**src/rtl/syn_pad_bank.sv**
```systemverilog
// syn_pad_bank: a bank of NUM_CH pads under one mode (INPUT, OUTPUT, INOUT).
// Input path: synchroniser chain, per-channel glitch filter, edge pulses.
// Output path: optional registered data/enable towards the pad driver.
module syn_pad_bank #(
  parameter int    NUM_CH      = 4,
  parameter string MODE        = "INPUT",
  parameter int    SYNC_STAGES = 2,
  parameter int    FILTER_LEN  = 3,
  parameter int    REG_OUT     = 1
) (
  input  logic              CLK,
  input  logic              RST_N,
  input  logic [NUM_CH-1:0] I,
  input  logic [NUM_CH-1:0] OE,
  output logic [NUM_CH-1:0] O,
  output logic [NUM_CH-1:0] RISE,
  output logic [NUM_CH-1:0] FALL,
  input  logic [NUM_CH-1:0] PAD_IN,
  output logic [NUM_CH-1:0] PAD_OUT,
  output logic [NUM_CH-1:0] PAD_OE
);

  localparam bit MODE_IN  = (MODE == "INPUT");
  localparam bit MODE_OUT = (MODE == "OUTPUT");
  localparam bit MODE_IO  = (MODE == "INOUT");

  if (!(MODE_IN || MODE_OUT || MODE_IO)) begin : g_bad_mode
    $error("syn_pad_bank: MODE must be INPUT, OUTPUT or INOUT");
  end
  if (NUM_CH < 1 || NUM_CH > 32) begin : g_bad_num_ch
    $error("syn_pad_bank: NUM_CH must be 1..32");
  end
  if (SYNC_STAGES < 1 || SYNC_STAGES > 4) begin : g_bad_sync
    $error("syn_pad_bank: SYNC_STAGES must be 1..4");
  end
  if (FILTER_LEN < 0 || FILTER_LEN > 15) begin : g_bad_filter
    $error("syn_pad_bank: FILTER_LEN must be 0..15");
  end

  // ---------------------------------------------------------------- input path
  if (!MODE_OUT) begin : g_in
    logic [NUM_CH-1:0] sync_q [SYNC_STAGES];
    logic [NUM_CH-1:0] s_s;
    logic [NUM_CH-1:0] o_d;
    logic [NUM_CH-1:0] o_q;
    logic [NUM_CH-1:0] o_prev_q;
    logic [NUM_CH-1:0] rise_q;
    logic [NUM_CH-1:0] fall_q;

    // Metastability chain: PAD_IN enters stage 0, the last stage feeds the filter.
    always_ff @(posedge CLK or negedge RST_N) begin
      if (!RST_N) begin
        for (int i = 0; i < SYNC_STAGES; i++) sync_q[i] <= {NUM_CH{1'b0}};
      end else begin
        sync_q[0] <= PAD_IN;
        for (int i = 1; i < SYNC_STAGES; i++) sync_q[i] <= sync_q[i-1];
      end
    end

    assign s_s = sync_q[SYNC_STAGES-1];

    if (FILTER_LEN > 0) begin : g_filt
      localparam int CNT_W = $clog2(FILTER_LEN + 1);
      logic [CNT_W-1:0] cnt_q [NUM_CH];
      logic [CNT_W-1:0] cnt_d [NUM_CH];

      // Count consecutive cycles where S differs from O; adopt S once the count completes.
      always_comb begin
        o_d = o_q;
        for (int k = 0; k < NUM_CH; k++) begin
          cnt_d[k] = {CNT_W{1'b0}};
          if (s_s[k] == o_q[k]) begin
            cnt_d[k] = {CNT_W{1'b0}};
          end else if (cnt_q[k] == CNT_W'(FILTER_LEN - 1)) begin
            o_d[k]   = s_s[k];
            cnt_d[k] = {CNT_W{1'b0}};
          end else begin
            cnt_d[k] = cnt_q[k] + CNT_W'(1);
          end
        end
      end

      // Filter counters, one per channel.
      always_ff @(posedge CLK or negedge RST_N) begin
        if (!RST_N) begin
          for (int k = 0; k < NUM_CH; k++) cnt_q[k] <= {CNT_W{1'b0}};
        end else begin
          for (int k = 0; k < NUM_CH; k++) cnt_q[k] <= cnt_d[k];
        end
      end
    end else begin : g_nofilt
      // Filter bypassed: O follows the synchronised input directly.
      always_comb begin
        o_d = s_s;
      end
    end

    // Filtered level plus registered edge compare against the previous level.
    always_ff @(posedge CLK or negedge RST_N) begin
      if (!RST_N) begin
        o_q      <= {NUM_CH{1'b0}};
        o_prev_q <= {NUM_CH{1'b0}};
        rise_q   <= {NUM_CH{1'b0}};
        fall_q   <= {NUM_CH{1'b0}};
      end else begin
        o_q      <= o_d;
        o_prev_q <= o_q;
        rise_q   <= o_q & ~o_prev_q;
        fall_q   <= ~o_q & o_prev_q;
      end
    end

    assign O    = o_q;
    assign RISE = rise_q;
    assign FALL = fall_q;
  end else begin : g_no_in
    logic unused_pad_in_s;
    assign unused_pad_in_s = ^PAD_IN;
    assign O    = {NUM_CH{1'b0}};
    assign RISE = {NUM_CH{1'b0}};
    assign FALL = {NUM_CH{1'b0}};
  end

  // --------------------------------------------------------------- output path
  if (MODE_IN) begin : g_no_out
    logic unused_fabric_s;
    assign unused_fabric_s = ^{I, OE};
    assign PAD_OUT = {NUM_CH{1'b0}};
    assign PAD_OE  = {NUM_CH{1'b0}};
  end else begin : g_out
    logic [NUM_CH-1:0] en_s;

    if (MODE_OUT) begin : g_en_all
      logic unused_oe_s;
      assign unused_oe_s = ^OE;
      assign en_s = {NUM_CH{1'b1}};
    end else begin : g_en_oe
      assign en_s = OE;
    end

    if (REG_OUT != 0) begin : g_reg
      logic [NUM_CH-1:0] pad_out_q;
      logic [NUM_CH-1:0] pad_oe_q;

      // Register fabric data and enable towards the pad driver.
      always_ff @(posedge CLK or negedge RST_N) begin
        if (!RST_N) begin
          pad_out_q <= {NUM_CH{1'b0}};
          pad_oe_q  <= {NUM_CH{1'b0}};
        end else begin
          pad_out_q <= I;
          pad_oe_q  <= en_s;
        end
      end

      assign PAD_OUT = pad_out_q;
      assign PAD_OE  = pad_oe_q;
    end else begin : g_comb
      // Pass-through to the pad, forced quiet while reset is asserted.
      always_comb begin
        if (RST_N) begin
          PAD_OUT = I;
          PAD_OE  = en_s;
        end else begin
          PAD_OUT = {NUM_CH{1'b0}};
          PAD_OE  = {NUM_CH{1'b0}};
        end
      end
    end
  end

endmodule

```
**config.mk**
```make
export PLATFORM = sky130hd
export DESIGN_NAME = syn_pad_bank
export DESIGN_NICKNAME = d
export VERILOG_FILES = /design/src/rtl/syn_pad_bank.sv
export SDC_FILE = /design/constraint.sdc
export NUM_CORES = 1
export LEC_CHECK = 0
export CORE_AREA = 2 2 52 54
export DETAILED_ROUTE_END_ITERATION = 16
export DIE_AREA = 0 0 54 56
export PLACE_DENSITY = 0.79
export SYNTH_ARGS = -nofsm -noshare
export SYNTH_HDL_FRONTEND = slang
export SYNTH_SLANG_ARGS = --single-unit
```
**constraint.sdc**
```tcl
create_clock -name CLK -period 1.69 [get_ports CLK]
set_input_delay 0.338 -clock CLK [delete_from_list [all_inputs] [get_ports CLK]]
set_output_delay 0.338 -clock CLK [all_outputs]
set_load 0.02 [all_outputs]
```
### Yosys cells after proc, flatten, opt, wreduce, memory -nomap -nowiden

Index checks and enable logic that the tools add are counted.

| operators by class | value |
|---|---|
| add/sub/neg operators | 4 |
| eq/ne operators | 8 |
| multiplexer cells | 8 |
| bitwise gates (word level) | 8 |
| reductions and logical operators | 4 |

Operators by type and width:

| operator | number |
|---|---|
| $mux 2 | 8 |
| $add 2x1->2 const B | 4 |
| $and 4x4->4 | 2 |
| $eq 2x2->1 const B | 4 |
| $not 4->4 | 2 |
| $reduce_and 2->1 | 4 |
| $eq 1x1->1 | 4 |
| $not 1->1 | 4 |

| word-level totals | value |
|---|---|
| register bits | 32 |
| bits of input ports | 14 |
| word-level logic and storage cells | 45 |

### Logic depth before layout (Yosys ltp)

Gate-level depths: netlist (run 1).

| logic depth | value |
|---|---|
| word-level depth | 3 |
| mapped depth | 2 |
| depth with buffers taken out | 2 |

### Worst setup path before layout (run 1)

OpenSTA, ideal clock, no wires.

| timing path | value |
|---|---|
| path type | reg-to-reg |
| start point | register g_in.g_filt.cnt_q[6] (netlist bit) |
| end point | register g_in.o_q[0], in the netlist O[0] |
| setup time | 0.125 ns |
| data arrival time | 0.787 ns |
| setup slack | 0.778 ns |
| stages on the path, launching flop included | 3 |
| buffers on the path | 0 |
| period minus slack after synthesis | 0.912 ns |
| path through | dfrtp_1 > nor2b_4 > mux2_4 |

| on the way | value |
|---|---|
| word-level cells in the longest chain between the ends | 2 |

RTL lines:

| what | line | text |
|---|---|---|
| from (decl) | 64 | `logic [CNT_W-1:0] cnt_q [NUM_CH];` |
| $eq 2x2->1 | 74 | `end else if (cnt_q[k] == CNT_W'(FILTER_LEN - 1)) begin` |
| $reduce_and 2->1 (no line) | n/a |  |
| to (signal assigned) | 101 | `o_q <= {NUM_CH{1'b0}};` |
| to (decl) | 45 | `logic [NUM_CH-1:0] o_q;` |

No other way between the ends.
A chain may end at the register's enable or synchronous reset.

### Worst setup path in the final report (run 1)

| timing path | value |
|---|---|
| start point | register g_in.rise_q[2], in the netlist RISE[2] |
| end point | output port RISE[2] |

RTL lines:

| what | line | text |
|---|---|---|
| from (decl) | 47 | `logic [NUM_CH-1:0] rise_q;` |
| from (signal assigned) | 103 | `rise_q <= {NUM_CH{1'b0}};` |
| from (signal assigned) | 108 | `rise_q <= o_q & ~o_prev_q;` |
| to (decl) | 16 | `output logic [NUM_CH-1:0] RISE,` |

No word-level cell between the ends.

==> impl_metrics.ini, run 1 <==
[floorplanning]
dieArea_sq_um = 3024
die-width_um = 54
fp.dieH_um = 56
initial_utilization = 0.4686
core_area_sq_um = 2432
pin_count = 34
rows = 18

[layout]
fin_nets = 107
diodes = 0
syn2layout_area_growth_pct = 19.54
design_area_sq_um = 1363
most-common-layout-cells = dfrtp_1, clkdlybuf4s50_1, conb_1, clkbuf_4
drive_gt1_frac = 0.2043
final_common_cell = dfrtp_1
fillCellCount = 207

[worst_setup_path]
rr_endpoint = O[1]
path_class = reg -> out
path_cells = clkdlybuf4s50_1
path_buf_inv = 1
cpPeakStageDelay_ps = 590
worstPathRequired_ps = 1350
crit_slowest_cell = clkdlybuf4s50_1
crit_family = buffers and inverters
critPathCaptureType = output port
reg2reg_from = g_in.g_filt.cnt_q[5]
r2r_cells = 2
path_max_fanout = 1
reg2reg_slack_ps = 710
cp_data_arrival_time_ps = 1250
crit_path_start_kind = flip-flop

[pwr]
clkPwrFrac = 0.152
seqPwrFrac = 0.502
switchingPower_uw = 822.0
peakVddDrop_mv = 1.047
powerDensity_nw_per_um2 = 1841
internal_power_mw = 1.686
comb_power_share = 0.346
swShare = 0.3277
leakage_nw = 0.6294

[timing]
setup_viol = 0
skew_ps = 12.82
rsz0062_at_grt = false
final.setup.tns_ps = 0
fin_ws_ps = 101.6
fmax_mhz = 629.6
timing.final.hold_violations = 0
timing.final.crit_share = 0.9399
drv_slew = 0
period_minus_slack_ps = 1588

[route]
routed_via_density = 4.415
routed_wirelength_mm = 1.416
first_pass_iters = 2
vias = 543
wire_per_inst_um = 11.51
drcViolationCount = 0
drt_iter0_markers = 2
ant_nets = 0

[logic_synthesis]
syn_avg_cell_area_sq_um = 16.52
yosysWarnings = 0
ys_seq_area_frac = 0.7025
netlist_instances = 69
syn_area_sq_um = 1140
ys_seq_elements = 32
synth_cell_types = 10

[global_routing]
grt_overflow = 0
grt.busiest_layer = met2
track_usage = 0.1171
grtUsageMet3 = 0.07527
use_met1 = 0.1264
grt_pass1_wl_mm = 2.415
antenna_found_initial = 0
grt_max_degree = 33
gr-usage-met2 = 0.1707
grt_pass1_vias = 559

[clock_tree]
insertion_delay_ps = 320
cts_resized = 4
cts_tree = built
clkSinkCount = 32
cts_max_level = 2
cts_setup_buffers = 0
path_clk_slew_ps = 90
cts_buffers = 5
cts_root_buffer = clkbuf_4
cts_hold_buf = 0
clk_path_buf_depth = 2

[worst_hold_path]
hold_class = reg -> reg
hold_depth = 0
hold_end = g_in.s_s[3]
hold_start = g_in.sync_q[7]

[flow_run]
maxCapViolCount = 0

[status]
outcome = complete, no violations

[placed_design]
port_buffers = 17
dpl_cell_area_sq_um = 1321
dpl_worst_slack_ps = 292.1
gp_congestion = 0.6266
## layer usage
metal | share of wire | routed length [um]
met5 | 0 | 0
met4 | 0.013 | 19
met3 | 0.076 | 108
met2 | 0.52 | 738
met1 | 0.39 | 550
## registers in the layout, indices dropped and copies added (netlist names)
register           count
g_in.o_prev_q          4
RISE                   4
O                      4
g_in.g_filt.cnt_q      8
g_in.s_s               4
FALL                   4
g_in.sync_q            4
## Yosys cell counts
master | count | share of area
mux2_4 | 4 | 0.053
conb_1 | 1 | 0.0033
nor3b_2 | 4 | 0.044
nor2b_1 | 4 | 0.022
buf_4 | 8 | 0.053
nor3_1 | 4 | 0.018
dfrtp_1 | 32 | 0.70
and2b_1 | 4 | 0.026
xnor2_1 | 4 | 0.031
nor2b_4 | 4 | 0.048
## kinds of logic (layout without fill, tap and decap cells)
logic type                after synthesis  count (layout)  share of synthesized area
xor gates and xnor gates                4               4                    0.03073
buffers and inverters                   8              25                    0.05269
DFF                                    32              32                     0.7025
muxes                                   4               4                    0.05269
other                                   1               8                   0.003290
and+or+nand+nor                        20              20                     0.1581
## worst max path at each step
stage / end / depth (start not counted) / startpoint
after floorplan: O[0] / 2 / g_in.g_filt.cnt_q[6]
after global placement: O[2] / 1 / O[2]
after detailed placement: O[3] / 1 / O[3]
after CTS: RISE[2] / 1 / RISE[2]
after global routing: FALL[3] / 1 / FALL[3]
final: RISE[2] / 1 / RISE[2]
## worst register-to-register path, cell delays in order (launching register included)
cell	delay, ps
dfrtp_1	400
nor2b_4	160
mux2_4	290
## per-stage QoR
stage / hold WS (ps) / power (mW) / util / instances
after global placement: 332.9 / 2.136 / 0.5432 / 116
after floorplan: 42.41 / 1.810 / - / 76
after detailed placement: 338.8 / 2.192 / 0.5432 / 116
final: 356.4 / 2.509 / 0.5602 / 123
after global routing: 361.7 / 2.674 / 0.5602 / 123
after CTS: 359.9 / 2.550 / 0.5602 / 123
## power groups by stage
stage               Sequential (mW)  Clock (mW)  Combinational (mW)
finish                         1.26       0.381               0.868
global route                   1.30       0.432               0.938
CTS                            1.26       0.406               0.882
detailed placement             1.28           0               0.913
global placement               1.25           0               0.885
floorplan                      1.43           0               0.385
## final cells by class
type                            count  area [sq um]  area share
Tap cell                           30         37.54     0.02755
Timing Repair Buffer               18         172.7      0.1267
Clock buffer                        6         41.29     0.03030
Sequential cell                    32         800.8      0.5877
Multi-Input combinational cell     36         305.3      0.2241
Clock inverter                      1         5.005    0.003673
Power figures use the tool's default switching activity.
==> run 2, diff against run 1 <==
--- a/config.mk
+++ b/config.mk
@@ -5,9 +5,9 @@
 export SDC_FILE = /design/constraint.sdc
 export NUM_CORES = 1
 export LEC_CHECK = 0
-export CORE_AREA = 2 2 52 54
+export CORE_AREA = 3 3 53 55
 export DETAILED_ROUTE_END_ITERATION = 16
-export DIE_AREA = 0 0 54 56
+export DIE_AREA = 0 0 56 58
 export PLACE_DENSITY = 0.79
 export SYNTH_ARGS = -nofsm -noshare
 export SYNTH_HDL_FRONTEND = slang
==> run 2 against run 1 <==
  * Flip-flop and latch count did not move
  * Sequential share of layout area is 0.64 points lower
  * Clock skew decreased by 3.0 ps
  * Wire length up 2.1%
  * Die area up 7.4%
  * Utilization up 0.62 points
  * Clock power up 12%
  * Critical path depth unchanged
  * Combinational power grew 0.7%
  * Worst hold slack is essentially flat
  * Sequential power barely moved
  * Cell count rose by 0.81%
  * Critical path type unchanged
  * Critical endpoint is now FALL[3]
==> impl_metrics.ini, run 2 (synthesis results as in run 1) <==
[status]
outcome = complete, no violations

[clock_tree]
cts_max_level = 2
clk_path_buf_depth = 2
path_clk_slew_ps = 100
insertion_delay_ps = 310
cts_hold_buf = 0
clkSinkCount = 32
cts_buffers = 5
cts_tree = built
cts_root_buffer = clkbuf_4

[timing]
timing.final.hold_violations = 0
drv_slew = 0
period_minus_slack_ps = 1592
timing.final.crit_share = 0.9419
final.setup.tns_ps = 0
skew_ps = 9.816
setup_viol = 0
rsz0062_at_grt = false
fmax_mhz = 628.2
holdWs_ps = 356.1

[pwr]
leakage_nw = 0.6394
peakVddDrop_mv = 1.069
powerDensity_nw_per_um2 = 1857

[placed_design]
port_buffers = 17
gp_congestion = 0.6511
dp_hpwl_mm = 1.057
dpl_cell_area_sq_um = 1321

[worst_hold_path]
hold_class = reg -> reg

[worst_setup_path]
path_class = reg -> out
crit_slowest_cell = clkdlybuf4s50_1
critPathCaptureType = output port
path_max_fanout = 1
path_cells = clkdlybuf4s50_1
crit_path_start_kind = flip-flop
reg2reg_slack_ps = 710
path_buf_inv = 1
worstPathRequired_ps = 1350
cp_data_arrival_time_ps = 1250
crit_family = buffers and inverters
cpPeakStageDelay_ps = 600

[layout]
drive_gt1_frac = 0.2234
largest_reg_flops = 8
fin_util = 0.5664
most-common-layout-cells = dfrtp_1, clkdlybuf4s50_1, conb_1, clkbuf_4
top_register = g_in.g_filt.cnt_q
final_common_cell = dfrtp_1
design_area_sq_um = 1378
diodes = 0
syn2layout_area_growth_pct = 20.86
fin_nets = 107

[floorplanning]
rows = 18
dieArea_sq_um = 3248
die-width_um = 56
initial_utilization = 0.4686
fp.dieH_um = 58
pin_count = 34
core_area_sq_um = 2432

[global_routing]
grt_pass1_vias = 569
antenna_found_initial = 0
grt_overflow = 0
grt_max_degree = 33
grt_pass1_wl_mm = 2.587
track_usage = 0.1071

[route]
vias = 550
drt_iter0_markers = 2
wire_per_inst_um = 11.66
drcViolationCount = 0
routed_wirelength_mm = 1.446
ant_nets = 0
first_pass_iters = 2
routed_via_density = 4.435

[flow_run]
maxCapViolCount = 0
==> run 2: area by class of cell <==
cell class	instances	area, sq um
Clock buffer	6	51.30
Multi-Input combinational cell	36	305.3
Fill cell	205	1055
Clock inverter	2	10.01
Tap cell	30	37.54
Timing Repair Buffer	18	172.7
Sequential cell	32	800.8
==> run 2: path summary, 6_finish.rpt <==
| check | start | to | cells after the start |
|---|---|---|---|
| min reg2reg | g_in.sync_q[6] | g_in.s_s[2] | 0 |
| max reg2reg | g_in.g_filt.cnt_q[1] | O[3] | 2 |
| min in group asynchronous | RST_N | g_in.g_filt.cnt_q[0] | 2 |
| max in group asynchronous | RST_N | g_in.g_filt.cnt_q[3] | 2 |
| min | g_in.sync_q[6] | g_in.s_s[2] | 0 |
| max | FALL[3] | FALL[3] | 1 |
==> run 2: power breakdown <==
| group | switching [mW] | internal, mW | total, mW |
|---|---|---|---|
| Combinational | 0.386 | 0.488 | 0.874 |
| Clock | 0.230 | 0.198 | 0.428 |
| Sequential | 0.212 | 1.05 | 1.26 |
==> run 2: repair_timing <==
item	in CTS	in global routing
buffers inserted	0	0
gates resized for setup	4	0
setup endpoints to repair	4	0
==> run 2: layer usage <==
metal | global-route usage | share of wire
met5 | 0 | 0
met4 | 0.04068 | 0.013
met3 | 0.05791 | 0.076
met2 | 0.1686 | 0.52
met1 | 0.1243 | 0.39
==> run 2: through the flow <==
step / total power [mW] / std cells / worst slack, ps
5_1_grt: 2.733 / 124 / 38.97
6_report: 2.559 / 124 / 98.17
2_1_floorplan: 1.810 / 76 / 778.4
4_1_cts: 2.607 / 124 / 74.68
3_5_place_dp: 2.205 / 116 / 267.6
3_3_place_gp: 2.147 / 116 / 305.7
==> run 3, diff against run 2 <==
--- a/config.mk
+++ b/config.mk
@@ -6,6 +6,7 @@
 export NUM_CORES = 1
 export LEC_CHECK = 0
 export CORE_AREA = 3 3 53 55
+export CTS_CLUSTER_SIZE = 25
 export DETAILED_ROUTE_END_ITERATION = 16
 export DIE_AREA = 0 0 56 58
 export PLACE_DENSITY = 0.79
==> results of run 3 <==
The final DEF is identical to that of run 2; final timing and power are the same.
